File: src/rtl/wb_pkg.sv
// Shared types and constants for the write-back queue.
//   REG_ADDR_W : register-file address width
//   DATA_W     : data width carried by a queued entry (the top's WIDTH must match it)
//   XZR_ADDR   : zero register; writes to it are dropped before queuing
//   wb_entry_t : one pending register-file write {rd, data}
package wb_pkg;

  localparam int unsigned REG_ADDR_W = 5;
  localparam int unsigned DATA_W     = 64;

  localparam logic [REG_ADDR_W-1:0] XZR_ADDR = 5'd31;

  typedef struct packed {
    logic [REG_ADDR_W-1:0] rd;
    logic [DATA_W-1:0]     data;
  } wb_entry_t;

endpackage

File: src/rtl/writeback_queue_if.sv
// Bundle of the write-back queue's handshake, register-file write port and status signals.
//   master : the producer side (ALU/load paths, write-port availability, forwarding lookup)
//   slave  : the write-back queue itself
// The forwarding signals FwdRA/FwdHit/FwdData exist only when WB_FORWARD_EN is defined.
interface writeback_queue_if #(
  parameter int unsigned DEPTH = 4,
  parameter int unsigned WIDTH = 64
);
  localparam int unsigned CntW = $clog2(DEPTH) + 1;

  logic             AluValid;
  logic             AluReady;
  logic [4:0]       AluRd;
  logic [WIDTH-1:0] AluData;
  logic             MemValid;
  logic             MemReady;
  logic [4:0]       MemRd;
  logic [WIDTH-1:0] MemData;
  logic             WbEnable;
  logic [4:0]       RW;
  logic [WIDTH-1:0] BusW;
  logic             RegWr;
  logic [CntW-1:0]  Count;
  logic             Empty;
  logic             Full;
`ifdef WB_FORWARD_EN
  logic [4:0]       FwdRA;
  logic             FwdHit;
  logic [WIDTH-1:0] FwdData;
`endif

  modport master (
    output AluValid, AluRd, AluData, MemValid, MemRd, MemData, WbEnable,
    input  AluReady, MemReady, RW, BusW, RegWr, Count, Empty, Full
`ifdef WB_FORWARD_EN
    , output FwdRA
    , input  FwdHit, FwdData
`endif
  );

  modport slave (
    input  AluValid, AluRd, AluData, MemValid, MemRd, MemData, WbEnable,
    output AluReady, MemReady, RW, BusW, RegWr, Count, Empty, Full
`ifdef WB_FORWARD_EN
    , input  FwdRA
    , output FwdHit, FwdData
`endif
  );

endinterface

File: src/rtl/wb_fifo.sv
// In-order storage for pending register-file writes.
//   clk_i, rst_ni  : clock, asynchronous active-low reset
//   push_i         : enqueue push_entry_i (ignored when full)
//   pop_i          : dequeue the head (ignored when empty)
//   head_o         : oldest entry
//   count_o        : occupied entries; full_o / empty_o derived from it
//   rd_ptr_o       : index of the oldest entry, for walking entries_o in age order
//   entries_o      : raw view of every storage slot (used by the forwarding search)
module wb_fifo
  import wb_pkg::*;
#(
  parameter int unsigned Depth = 4,
  localparam int unsigned PtrW = $clog2(Depth),
  localparam int unsigned CntW = PtrW + 1
) (
  input  logic            clk_i,
  input  logic            rst_ni,
  input  logic            push_i,
  input  wb_entry_t       push_entry_i,
  input  logic            pop_i,
  output wb_entry_t       head_o,
  output logic [CntW-1:0] count_o,
  output logic            full_o,
  output logic            empty_o,
  output logic [PtrW-1:0] rd_ptr_o,
  output wb_entry_t       entries_o [Depth]
);

  wb_entry_t       mem_q [Depth];
  wb_entry_t       mem_d [Depth];
  logic [PtrW-1:0] wr_ptr_q, wr_ptr_d;
  logic [PtrW-1:0] rd_ptr_q, rd_ptr_d;
  logic [CntW-1:0] count_q, count_d;
  logic            do_push, do_pop;

  assign full_o  = (count_q == CntW'(Depth));
  assign empty_o = (count_q == '0);

  // Guarding here keeps count within [0, Depth] whatever the caller does.
  assign do_push = push_i && !full_o;
  assign do_pop  = pop_i && !empty_o;

  always_comb begin
    mem_d    = mem_q;
    wr_ptr_d = wr_ptr_q;
    rd_ptr_d = rd_ptr_q;
    count_d  = count_q;
    if (do_push) begin
      mem_d[wr_ptr_q] = push_entry_i;
      wr_ptr_d        = wr_ptr_q + 1'b1;  // Depth is a power of two: wraps naturally
    end
    if (do_pop) begin
      rd_ptr_d = rd_ptr_q + 1'b1;
    end
    unique case ({do_push, do_pop})
      2'b10:   count_d = count_q + 1'b1;
      2'b01:   count_d = count_q - 1'b1;
      default: count_d = count_q;
    endcase
  end

  always_ff @(posedge clk_i or negedge rst_ni) begin
    if (!rst_ni) begin
      wr_ptr_q <= '0;
      rd_ptr_q <= '0;
      count_q  <= '0;
    end else begin
      wr_ptr_q <= wr_ptr_d;
      rd_ptr_q <= rd_ptr_d;
      count_q  <= count_d;
    end
  end

  // Payload needs no reset: slots are only ever read when count says they are live.
  always_ff @(posedge clk_i) begin
    mem_q <= mem_d;
  end

  assign head_o    = mem_q[rd_ptr_q];
  assign count_o   = count_q;
  assign rd_ptr_o  = rd_ptr_q;
  assign entries_o = mem_q;

endmodule

File: src/rtl/writeback_queue.sv
// Buffered write-back producer for the 64-bit, 32-entry register file.
// Accepts ALU and load results over valid/ready, drops writes to X31, queues the rest in order
// and drives one registered write (RW/BusW/RegWr) per cycle while WbEnable is high.
//   Clk, ResetL : clock, asynchronous active-low reset
//   wb (slave)  : Alu*/Mem* handshakes, WbEnable, RW/BusW/RegWr, Count/Empty/Full,
//                 and FwdRA/FwdHit/FwdData when WB_FORWARD_EN is defined
// Optional feature macro: WB_FORWARD_EN (combinational lookup of the youngest pending write).
// WIDTH must equal wb_pkg::DATA_W.
module writeback_queue
  import wb_pkg::*;
#(
  parameter int unsigned DEPTH = 4,
  parameter int unsigned WIDTH = DATA_W
) (
  input  logic              Clk,
  input  logic              ResetL,
  writeback_queue_if.slave  wb
);

  localparam int unsigned PtrW = $clog2(DEPTH);
  localparam int unsigned CntW = PtrW + 1;

  logic            full, empty;
  logic [CntW-1:0] count;
  logic [PtrW-1:0] rd_ptr;
  wb_entry_t       fifo_entries [DEPTH];
  wb_entry_t       head;
  wb_entry_t       push_entry;
  logic            mem_fire, alu_fire, push, pop;

  logic             regwr_q, regwr_d;
  logic [4:0]       rw_q, rw_d;
  logic [WIDTH-1:0] busw_q, busw_d;

  // Load path has fixed priority; ALU is held off whenever a load is offered.
  assign wb.MemReady = !full;
  assign wb.AluReady = !full && !wb.MemValid;

  assign mem_fire = wb.MemValid && !full;
  assign alu_fire = wb.AluValid && !full && !wb.MemValid;

  // X31 handshakes complete but never reach the queue.
  assign push = (mem_fire && (wb.MemRd != XZR_ADDR)) || (alu_fire && (wb.AluRd != XZR_ADDR));
  assign pop  = !empty && wb.WbEnable;

  always_comb begin
    push_entry = '0;
    if (wb.MemValid) begin
      push_entry.rd   = wb.MemRd;
      push_entry.data = wb.MemData;
    end else begin
      push_entry.rd   = wb.AluRd;
      push_entry.data = wb.AluData;
    end
  end

  wb_fifo #(
    .Depth (DEPTH)
  ) u_fifo (
    .clk_i        (Clk),
    .rst_ni       (ResetL),
    .push_i       (push),
    .push_entry_i (push_entry),
    .pop_i        (pop),
    .head_o       (head),
    .count_o      (count),
    .full_o       (full),
    .empty_o      (empty),
    .rd_ptr_o     (rd_ptr),
    .entries_o    (fifo_entries)
  );

  // Registered write port: stable across the register file's negedge commit.
  always_comb begin
    regwr_d = pop;
    rw_d    = rw_q;
    busw_d  = busw_q;
    if (pop) begin
      rw_d   = head.rd;
      busw_d = head.data;
    end
  end

  always_ff @(posedge Clk or negedge ResetL) begin
    if (!ResetL) begin
      regwr_q <= 1'b0;
      rw_q    <= '0;
      busw_q  <= '0;
    end else begin
      regwr_q <= regwr_d;
      rw_q    <= rw_d;
      busw_q  <= busw_d;
    end
  end

  assign wb.RegWr = regwr_q;
  assign wb.RW    = rw_q;
  assign wb.BusW  = busw_q;
  assign wb.Count = count;
  assign wb.Empty = empty;
  assign wb.Full  = full;

`ifdef WB_FORWARD_EN
  logic             fwd_hit;
  logic [WIDTH-1:0] fwd_data;
  logic [PtrW-1:0]  fwd_idx;

  // Lowest priority first (output stage), then queue oldest to youngest so the youngest
  // matching entry is the last one written.
  always_comb begin
    fwd_hit  = 1'b0;
    fwd_data = '0;
    fwd_idx  = '0;
    if (wb.FwdRA != XZR_ADDR) begin
      if (regwr_q && (rw_q == wb.FwdRA)) begin
        fwd_hit  = 1'b1;
        fwd_data = busw_q;
      end
      for (int i = 0; i < DEPTH; i++) begin
        fwd_idx = rd_ptr + PtrW'(i);
        if ((CntW'(i) < count) && (fifo_entries[fwd_idx].rd == wb.FwdRA)) begin
          fwd_hit  = 1'b1;
          fwd_data = fifo_entries[fwd_idx].data;
        end
      end
    end
  end

  assign wb.FwdHit  = fwd_hit;
  assign wb.FwdData = fwd_data;
`else
  logic unused_fifo_view;

  always_comb begin
    unused_fifo_view = ^rd_ptr;
    for (int i = 0; i < DEPTH; i++) begin
      unused_fifo_view = unused_fifo_view ^ (^fifo_entries[i]);
    end
  end
`endif

endmodule
File: src/flat_wrapper.sv
// flat-port wrapper written by rule: the top's interface ports become plain ports
module writeback_queue_flat import wb_pkg::*;
#(
  parameter int unsigned DEPTH = 4,
  parameter int unsigned WIDTH = DATA_W
)
  (Clk, ResetL, wb_AluValid, wb_AluRd, wb_AluData, wb_MemValid, wb_MemRd, wb_MemData, wb_WbEnable, wb_AluReady, wb_MemReady, wb_RW, wb_BusW, wb_RegWr, wb_Count, wb_Empty, wb_Full);
  writeback_queue_if #(.DEPTH(DEPTH), .WIDTH(WIDTH)) wb_i ();
  input  logic Clk;
  input  logic ResetL;
  input wire logic [$bits(wb_i.AluValid)-1:0] wb_AluValid;
  input wire logic [$bits(wb_i.AluRd)-1:0] wb_AluRd;
  input wire logic [$bits(wb_i.AluData)-1:0] wb_AluData;
  input wire logic [$bits(wb_i.MemValid)-1:0] wb_MemValid;
  input wire logic [$bits(wb_i.MemRd)-1:0] wb_MemRd;
  input wire logic [$bits(wb_i.MemData)-1:0] wb_MemData;
  input wire logic [$bits(wb_i.WbEnable)-1:0] wb_WbEnable;
  output wire logic [$bits(wb_i.AluReady)-1:0] wb_AluReady;
  output wire logic [$bits(wb_i.MemReady)-1:0] wb_MemReady;
  output wire logic [$bits(wb_i.RW)-1:0] wb_RW;
  output wire logic [$bits(wb_i.BusW)-1:0] wb_BusW;
  output wire logic [$bits(wb_i.RegWr)-1:0] wb_RegWr;
  output wire logic [$bits(wb_i.Count)-1:0] wb_Count;
  output wire logic [$bits(wb_i.Empty)-1:0] wb_Empty;
  output wire logic [$bits(wb_i.Full)-1:0] wb_Full;
  assign wb_i.AluValid = wb_AluValid;
  assign wb_i.AluRd = wb_AluRd;
  assign wb_i.AluData = wb_AluData;
  assign wb_i.MemValid = wb_MemValid;
  assign wb_i.MemRd = wb_MemRd;
  assign wb_i.MemData = wb_MemData;
  assign wb_i.WbEnable = wb_WbEnable;
  assign wb_AluReady = wb_i.AluReady;
  assign wb_MemReady = wb_i.MemReady;
  assign wb_RW = wb_i.RW;
  assign wb_BusW = wb_i.BusW;
  assign wb_RegWr = wb_i.RegWr;
  assign wb_Count = wb_i.Count;
  assign wb_Empty = wb_i.Empty;
  assign wb_Full = wb_i.Full;
  writeback_queue #(.DEPTH(DEPTH), .WIDTH(WIDTH)) u_core (.Clk(Clk), .ResetL(ResetL), .wb(wb_i));
endmodule
File: config.mk
export PLATFORM = sky130hd
export DESIGN_NAME = writeback_queue_flat
export DESIGN_NICKNAME = d
export VERILOG_FILES = /design/src/rtl/wb_pkg.sv /design/src/rtl/writeback_queue_if.sv /design/src/rtl/wb_fifo.sv /design/src/rtl/writeback_queue.sv /design/src/flat_wrapper.sv
export SDC_FILE = /design/constraint.sdc
export NUM_CORES = 1
export LEC_CHECK = 0
export CORE_MARGIN = 2
export CORE_UTILIZATION = 58
export DETAILED_ROUTE_END_ITERATION = 8
export GPL_ROUTABILITY_DRIVEN = 0
export PLACE_DENSITY = 0.85
export SLEW_MARGIN = 10
export SYNTH_ARGS = -nofsm -noshare
export SYNTH_HDL_FRONTEND = slang
export SYNTH_SLANG_ARGS = --single-unit
File: constraint.sdc
create_clock -name Clk -period 4.9 [get_ports Clk]
set_input_delay 0.98 -clock Clk [delete_from_list [all_inputs] [get_ports Clk]]
set_output_delay 0.98 -clock Clk [all_outputs]
set_load 0.01 [all_outputs]
==> flow_summary.ini, run 1 <==
[outcome]
outcome = completed

[route]
vias = 6875
dr_wl_met3_um = 1670
routedLengthMet1_um = 11300
drt-initial-drc-count = 373
top_layer_used = met4
ant_nets = 0
drt-total-wl_um = 29000
drc = 0
wl_per_cell_um = 24.0
dr.pass1.iters = 5
via_per_inst = 5.69
dr_wl_met2_um = 15200

[critical_path]
cp_num_buf_inv = 2
worstSetupPathType = reg2out
ff2ff_path_depth = 3
worstPathArrival_ns = 2.11
slowest_delay_ns = 0.50
crit_slowest_cell = or3b_1
crit_required_ns = 3.92
crit_fanout = 5
critPathLaunchType = register
critical-path-top-delay-family = buffers and inverters
worst-path-stages = 4
crit_chain = or3b_1 -> inv_1 -> nor2_1 -> clkdlybuf4s50_1
endpoint_kind = primary output

[cells_and_area]
diodes = 0
stdcell_area_mm2 = 0.0177
syn_to_final_growth_pct = 25.1
fin_nets = 1007
layout-drive-gt1-share_pct = 30.7
final_util_pct = 73.4

[sta]
period_needed_ns = 3.09
slew_headroom_pct = 28.4
skew_ns = 0.0247
fmax_mhz = 324
drv_slew = 0
final_hold_viol_count = 0
finalCritPeriodShare_pct = 63.0
tns_ns = 0
worstMarginPinSlew_ns = 1.07
rsz0062_at_grt = no
setup_viol = 0

[synthesis]
synth_edf_count = 276
ys_seq_area_share_pct = 72.2
async_flop_share_pct = 21.8
synth_nets = 779
ys_ff_latch = 353
syn_area_mm2 = 0.0141
synth_cell_types = 31
syn_area_per_cell_um2 = 22.4
netlist_instances = 630
synthFlopType = edfxtp_1
ys_warn_count = 0

[placement]
post-dp-hpwl_um = 16800
port_buffers = 219
dpl_cell_area_mm2 = 0.0165

[clock_tree]
cts.repair.resized = 0
cts_hold_buf = 0
cts_tree = yes
insertion_delay_ns = 0.53
clk_path_buf_depth = 3
numCtsBuffers = 35
h-tree-depth = 2
clkTransAtPathRegs_ns = 0.06
cts_root_buf = clkbuf_16
cts.sinks = 353
cts_setup_buffers = 0

[floorplan]
num_io_pins = 220
die_w_um = 160
start_util_pct = 58.7
rows = 57
dieArea_mm2 = 0.0256
coreArea_mm2 = 0.0241
fp.dieH_um = 160

[run]
maxCapViolCount = 0

[power]
ir_drop_mv = 0.494
p_per_area_mw_per_mm2 = 627
power_mw = 11.1
power_leakage_nw = 6.33

[global_routing]
grt_max_degree = 78
antenna_found_initial = 0
grt_pass1_vias = 7622
grt.total_usage_pct = 23.0
overflow = 0
grt_pass1_wl_um = 44300

[min_path]
hold_path_depth = 1
hold_class = reg2reg
==> cell families (layout without fill, tap and decap cells) <==
logic type                 Yosys count  after routing  share of synthesized area [%]
DFF                                353            353                           72.2
AOI/OAI and AO/OA                    1              1                         0.0619
buffers and inverters               39            294                           2.17
adders and majority gates            6              6                          0.584
xor gates and xnor gates             6              6                          0.372
muxes                              208            208                           23.9
and+or+nand+nor                     17             17                          0.708
==> metal layers <==
metal	global-route usage, %	vias up
met4	7.53	0
met2	40.2	287
met1	29.6	3545
met5	0	-
met3	4.05	57
li1	-	2986
==> through the flow <==
step	std cells	worst slack, ns	hold slack, ns
finish	1209	1.81	0.514
global route	1209	1.71	0.533
CTS	1209	1.76	0.519
detailed placement	1145	1.50	0.500
global placement	1145	1.59	0.500
floorplan	630	1.28	0.512
==> path summary, 6_finish.rpt <==
kind                                                          to                             startpoint  slack (ns)
min in group asynchronous         u_core.wb.BusW[21]$_DFFE_PN0P_                                 ResetL        0.63
max in group asynchronous  u_core.u_fifo.rd_ptr_o[0]$_DFFE_PN0P_                                 ResetL        3.41
min                                u_core.wb.BusW[9]$_DFFE_PN0P_          u_core.wb.BusW[9]$_DFFE_PN0P_        0.51
max reg2reg                       u_core.wb.BusW[36]$_DFFE_PN0P_  u_core.u_fifo.rd_ptr_o[0]$_DFFE_PN0P_        2.17
max                                                  wb_AluReady   u_core.u_fifo.count_o[0]$_DFFE_PN0P_        1.81
min reg2reg                        u_core.wb.BusW[9]$_DFFE_PN0P_          u_core.wb.BusW[9]$_DFFE_PN0P_        0.51
==> area by class of cell <==
type	count	area [µm²]
timing repair buffer	222	2210
inverter	8	32.5
clock inverter	16	225
fill	1410	6410
clock buffer	48	966
tap	324	405
sequential	353	10200
multi-input combinational	238	3630
==> registers in the layout, indices dropped and copies added, names as in the netlist <==
name                     count
u_core.wb.RegWr              1
u_core.u_fifo.entries_o    276
u_core.u_fifo.count_o        3
u_core.u_fifo.rd_ptr_o       2
u_core.wb.RW                 5
u_core.wb.BusW              64
u_core.u_fifo.wr_ptr_q       2
==> synthesized netlist by cell type (4+ instances only) <==
| cell | number | area [µm²] |
|---|---|---|
| inv_1 | 7 | 26.3 |
| xnor2_1 | 4 | 35.0 |
| buf_2 | 9 | 45.0 |
| clkbuf_1 | 6 | 22.5 |
| mux4_2 | 68 | 1530 |
| dfrtp_1 | 77 | 1930 |
| buf_12 | 7 | 140 |
| and2_1 | 4 | 25.0 |
| buf_4 | 6 | 45.0 |
| mux2_2 | 69 | 777 |
| mux2_4 | 68 | 1020 |
| edfxtp_1 | 276 | 8290 |
| ha_1 | 5 | 62.6 |
==> worst register-to-register path: cells and delay by family (launching register included) <==
kind,cells,cell delay (ns)
buffers and inverters,1,0.64
multiplexers,2,0.93
flip-flops,1,1.06
==> placed cells by master, fill, tap and decap left out, types with 3 or more instances in the layout <==
cell | netlist | layout
and2_4 | 0 | 4
buf_4 | 6 | 5
bufinv_16 | 0 | 5
clkbuf_1 | 6 | 10
clkbuf_16 | 0 | 36
clkdlybuf4s50_1 | 0 | 217
clkinv_2 | 0 | 5
dfrtp_1 | 77 | 75
edfxtp_1 | 276 | 276
ha_1 | 5 | 5
inv_1 | 7 | 7
mux2_2 | 69 | 69
mux2_4 | 68 | 68
mux4_2 | 68 | 68
nand2_1 | 3 | 3
nor2_1 | 3 | 3
xnor2_1 | 4 | 4
==> power breakdown <==
group	internal (mW)	leakage (nW)	switching, mW	total, mW
combinational	1.99	2.30	1.34	3.33
clock	1.66	0.583	1.11	2.76
sequential	4.37	3.45	0.638	5.01
Note: power is estimated with default switching activity, not from simulation.
==> inputs of run 2 (changes only) <==
--- a/config.mk
+++ b/config.mk
@@ -6,10 +6,10 @@
 export NUM_CORES = 1
 export LEC_CHECK = 0
 export CORE_MARGIN = 2
-export CORE_UTILIZATION = 58
+export CORE_UTILIZATION = 54
 export DETAILED_ROUTE_END_ITERATION = 8
 export GPL_ROUTABILITY_DRIVEN = 0
-export PLACE_DENSITY = 0.85
+export PLACE_DENSITY = 0.8
 export SLEW_MARGIN = 10
 export SYNTH_ARGS = -nofsm -noshare
 export SYNTH_HDL_FRONTEND = slang
==> constraint.sdc (replaced) <==
create_clock -name Clk -period 3.2 [get_ports Clk]
set_input_delay 0.64 -clock Clk [delete_from_list [all_inputs] [get_ports Clk]]
set_output_delay 0.64 -clock Clk [all_outputs]
set_load 0.01 [all_outputs]
==> run 2 against run 1 <==
  * First-iteration DRC count down 3.5%
  * Power up 53%
  * Critical path depth down 1
  * Register-to-register slack worse by 1.3 ns
  * Sequential share of layout area down 0.73 points
  * Non-clock buffer count up 11
  * Clock skew down 0.011 ns
  * Critical endpoint is now wb_Full
  * Sequential power up 47%
  * Wire length down 5.5%
  * Count of clock-buffer cells in the layout up 4
==> flow_summary.ini, run 2 (synthesized netlist as in run 1, its figures left out) <==
[critical_path]
crit_path_start = u_core.u_fifo.count_o[0]$_DFFE_PN0P_
crit_fanout = 5
worstSetupPathType = reg2out
critPathLaunchType = register
crit_required_ns = 2.56
worstPathArrival_ns = 2.06
rr_startpoint = u_core.u_fifo.count_o[0]$_DFFE_PN0P_
endpoint_kind = primary output

[route]
wl_per_cell_um = 22.2
vias = 6906
drt-initial-drc-count = 360
via_per_inst = 5.60
dr.pass1.iters = 4
drc = 0
ant_nets = 0
drt-total-wl_um = 27400

[clock_tree]
cts_setup_buffers = 0
cts.sinks = 353
cts_tree = yes
clkTransAtPathRegs_ns = 0.06
cts_hold_buf = 0
h-tree-depth = 2
clk_path_buf_depth = 3
cts_root_buf = clkbuf_16
cts.repair.resized = 0
numCtsBuffers = 36
insertion_delay_ns = 0.51

[cells_and_area]
fin_nets = 1019
final_common_cell = edfxtp_1
stdcell_area_mm2 = 0.0179
largest_reg_flops = 276
layout-drive-gt1-share_pct = 31.4
final_cell_mix = 276 x edfxtp_1, 217 x clkdlybuf4s50_1, 75 x dfrtp_1
syn_to_final_growth_pct = 26.7
n_fill_cell = 1575
diodes = 0

[min_path]
hold_class = in2async

[floorplan]
fp.dieH_um = 166
die_w_um = 166
dieArea_mm2 = 0.0275
start_util_pct = 54.6
num_io_pins = 220
rows = 59
coreArea_mm2 = 0.0259

[placement]
dpl_cell_area_mm2 = 0.0168
port_buffers = 219
post-dp-hpwl_um = 17100

[global_routing]
overflow = 0
grt_max_degree = 72
grt_pass1_vias = 7602
antenna_found_initial = 0
grt_pass1_wl_um = 43400
grt.total_usage_pct = 20.3

[outcome]
outcome = completed

[sta]
drv_slew = 0
slew_headroom_pct = 48.7
tns_ns = 0
finalCritPeriodShare_pct = 84.5
worstMarginPinSlew_ns = 0.770
hold_slack_ns = 0.150
final_hold_viol_count = 0
skew_ns = 0.0138
fmax_mhz = 370
setup_viol = 0
period_needed_ns = 2.70
rsz0062_at_grt = no

[power]
power_mw = 17.0
power_leakage_nw = 6.41
ir_drop_mv = 0.724
p_per_area_mw_per_mm2 = 947

[run]
maxCapViolCount = 0
-- run 2: changes by cell type in the layout (fill, tap and decap cells not counted) --
cell	previous run	this run
clkbuf_1	10	13
clkinv_4	1	0
bufinv_16	5	3
clkbuf_16	36	37
clkinvlp_4	0	2
clkinv_8	1	0
buf_12	0	13
buf_4	5	3
-- run 2: layer usage --
layer / GRT usage, % / part of all wire [%]
met2: 33.3 / 49
met3: 4.24 / 5.9
met1: 28.4 / 44
met5: 0 / 0
met4: 4.99 / 1.7
-- run 2: through the flow --
stage | setup slack, ns | util [%] | cells
final | 0.497 | 69.1 | 1233
after global routing | 0.407 | 69.1 | 1233
after CTS | 0.474 | 69.1 | 1233
after detailed placement | 0.453 | 64.7 | 1167
after global placement | 0.502 | 64.7 | 1167
after floorplan | 0.673 | - | 630
-- run 2: area by class of cell --
cell class              count  area, µm²  area share [%]
well taps                 335        419            2.34
clock buffers              52       1000            5.59
clock inverters            14        155           0.866
flip-flops and latches    353      10200            57.1
repair buffers            233       2450            13.7
multi-input cells         238       3630            20.3
inverters                   8       32.5           0.182
-- run 2: final timing paths --
kind | endpoint | slack (ns) | cells after the start
min reg2reg | u_core.wb.BusW[17]$_DFFE_PN0P_ | 0.51 | 1
min | u_core.wb.BusW[6]$_DFFE_PN0P_ | 0.15 | 1
min in group Clk | u_core.wb.BusW[17]$_DFFE_PN0P_ | 0.51 | 1
max reg2reg | u_core.u_fifo.count_o[2]$_DFFE_PN0P_ | 0.86 | 10
max | wb_Full | 0.50 | 3
max in group asynchronous | u_core.wb.BusW[39]$_DFFE_PN0P_ | 2.40 | 2
-- run 2: worst max-delay path: stages (launching register included) --
cell and delay [ns]:
dfrtp_1 0.45, or3b_1 0.45, inv_1 0.11, clkdlybuf4s50_1 0.55
-- run 2: power by group --
group | switching (mW) | internal, mW | leakage, nW
Sequential | 0.726 | 6.65 | 3.45
Combinational | 2.25 | 3.25 | 2.40
Clock | 1.66 | 2.43 | 0.560
Total | 4.63 | 12.3 | 6.41
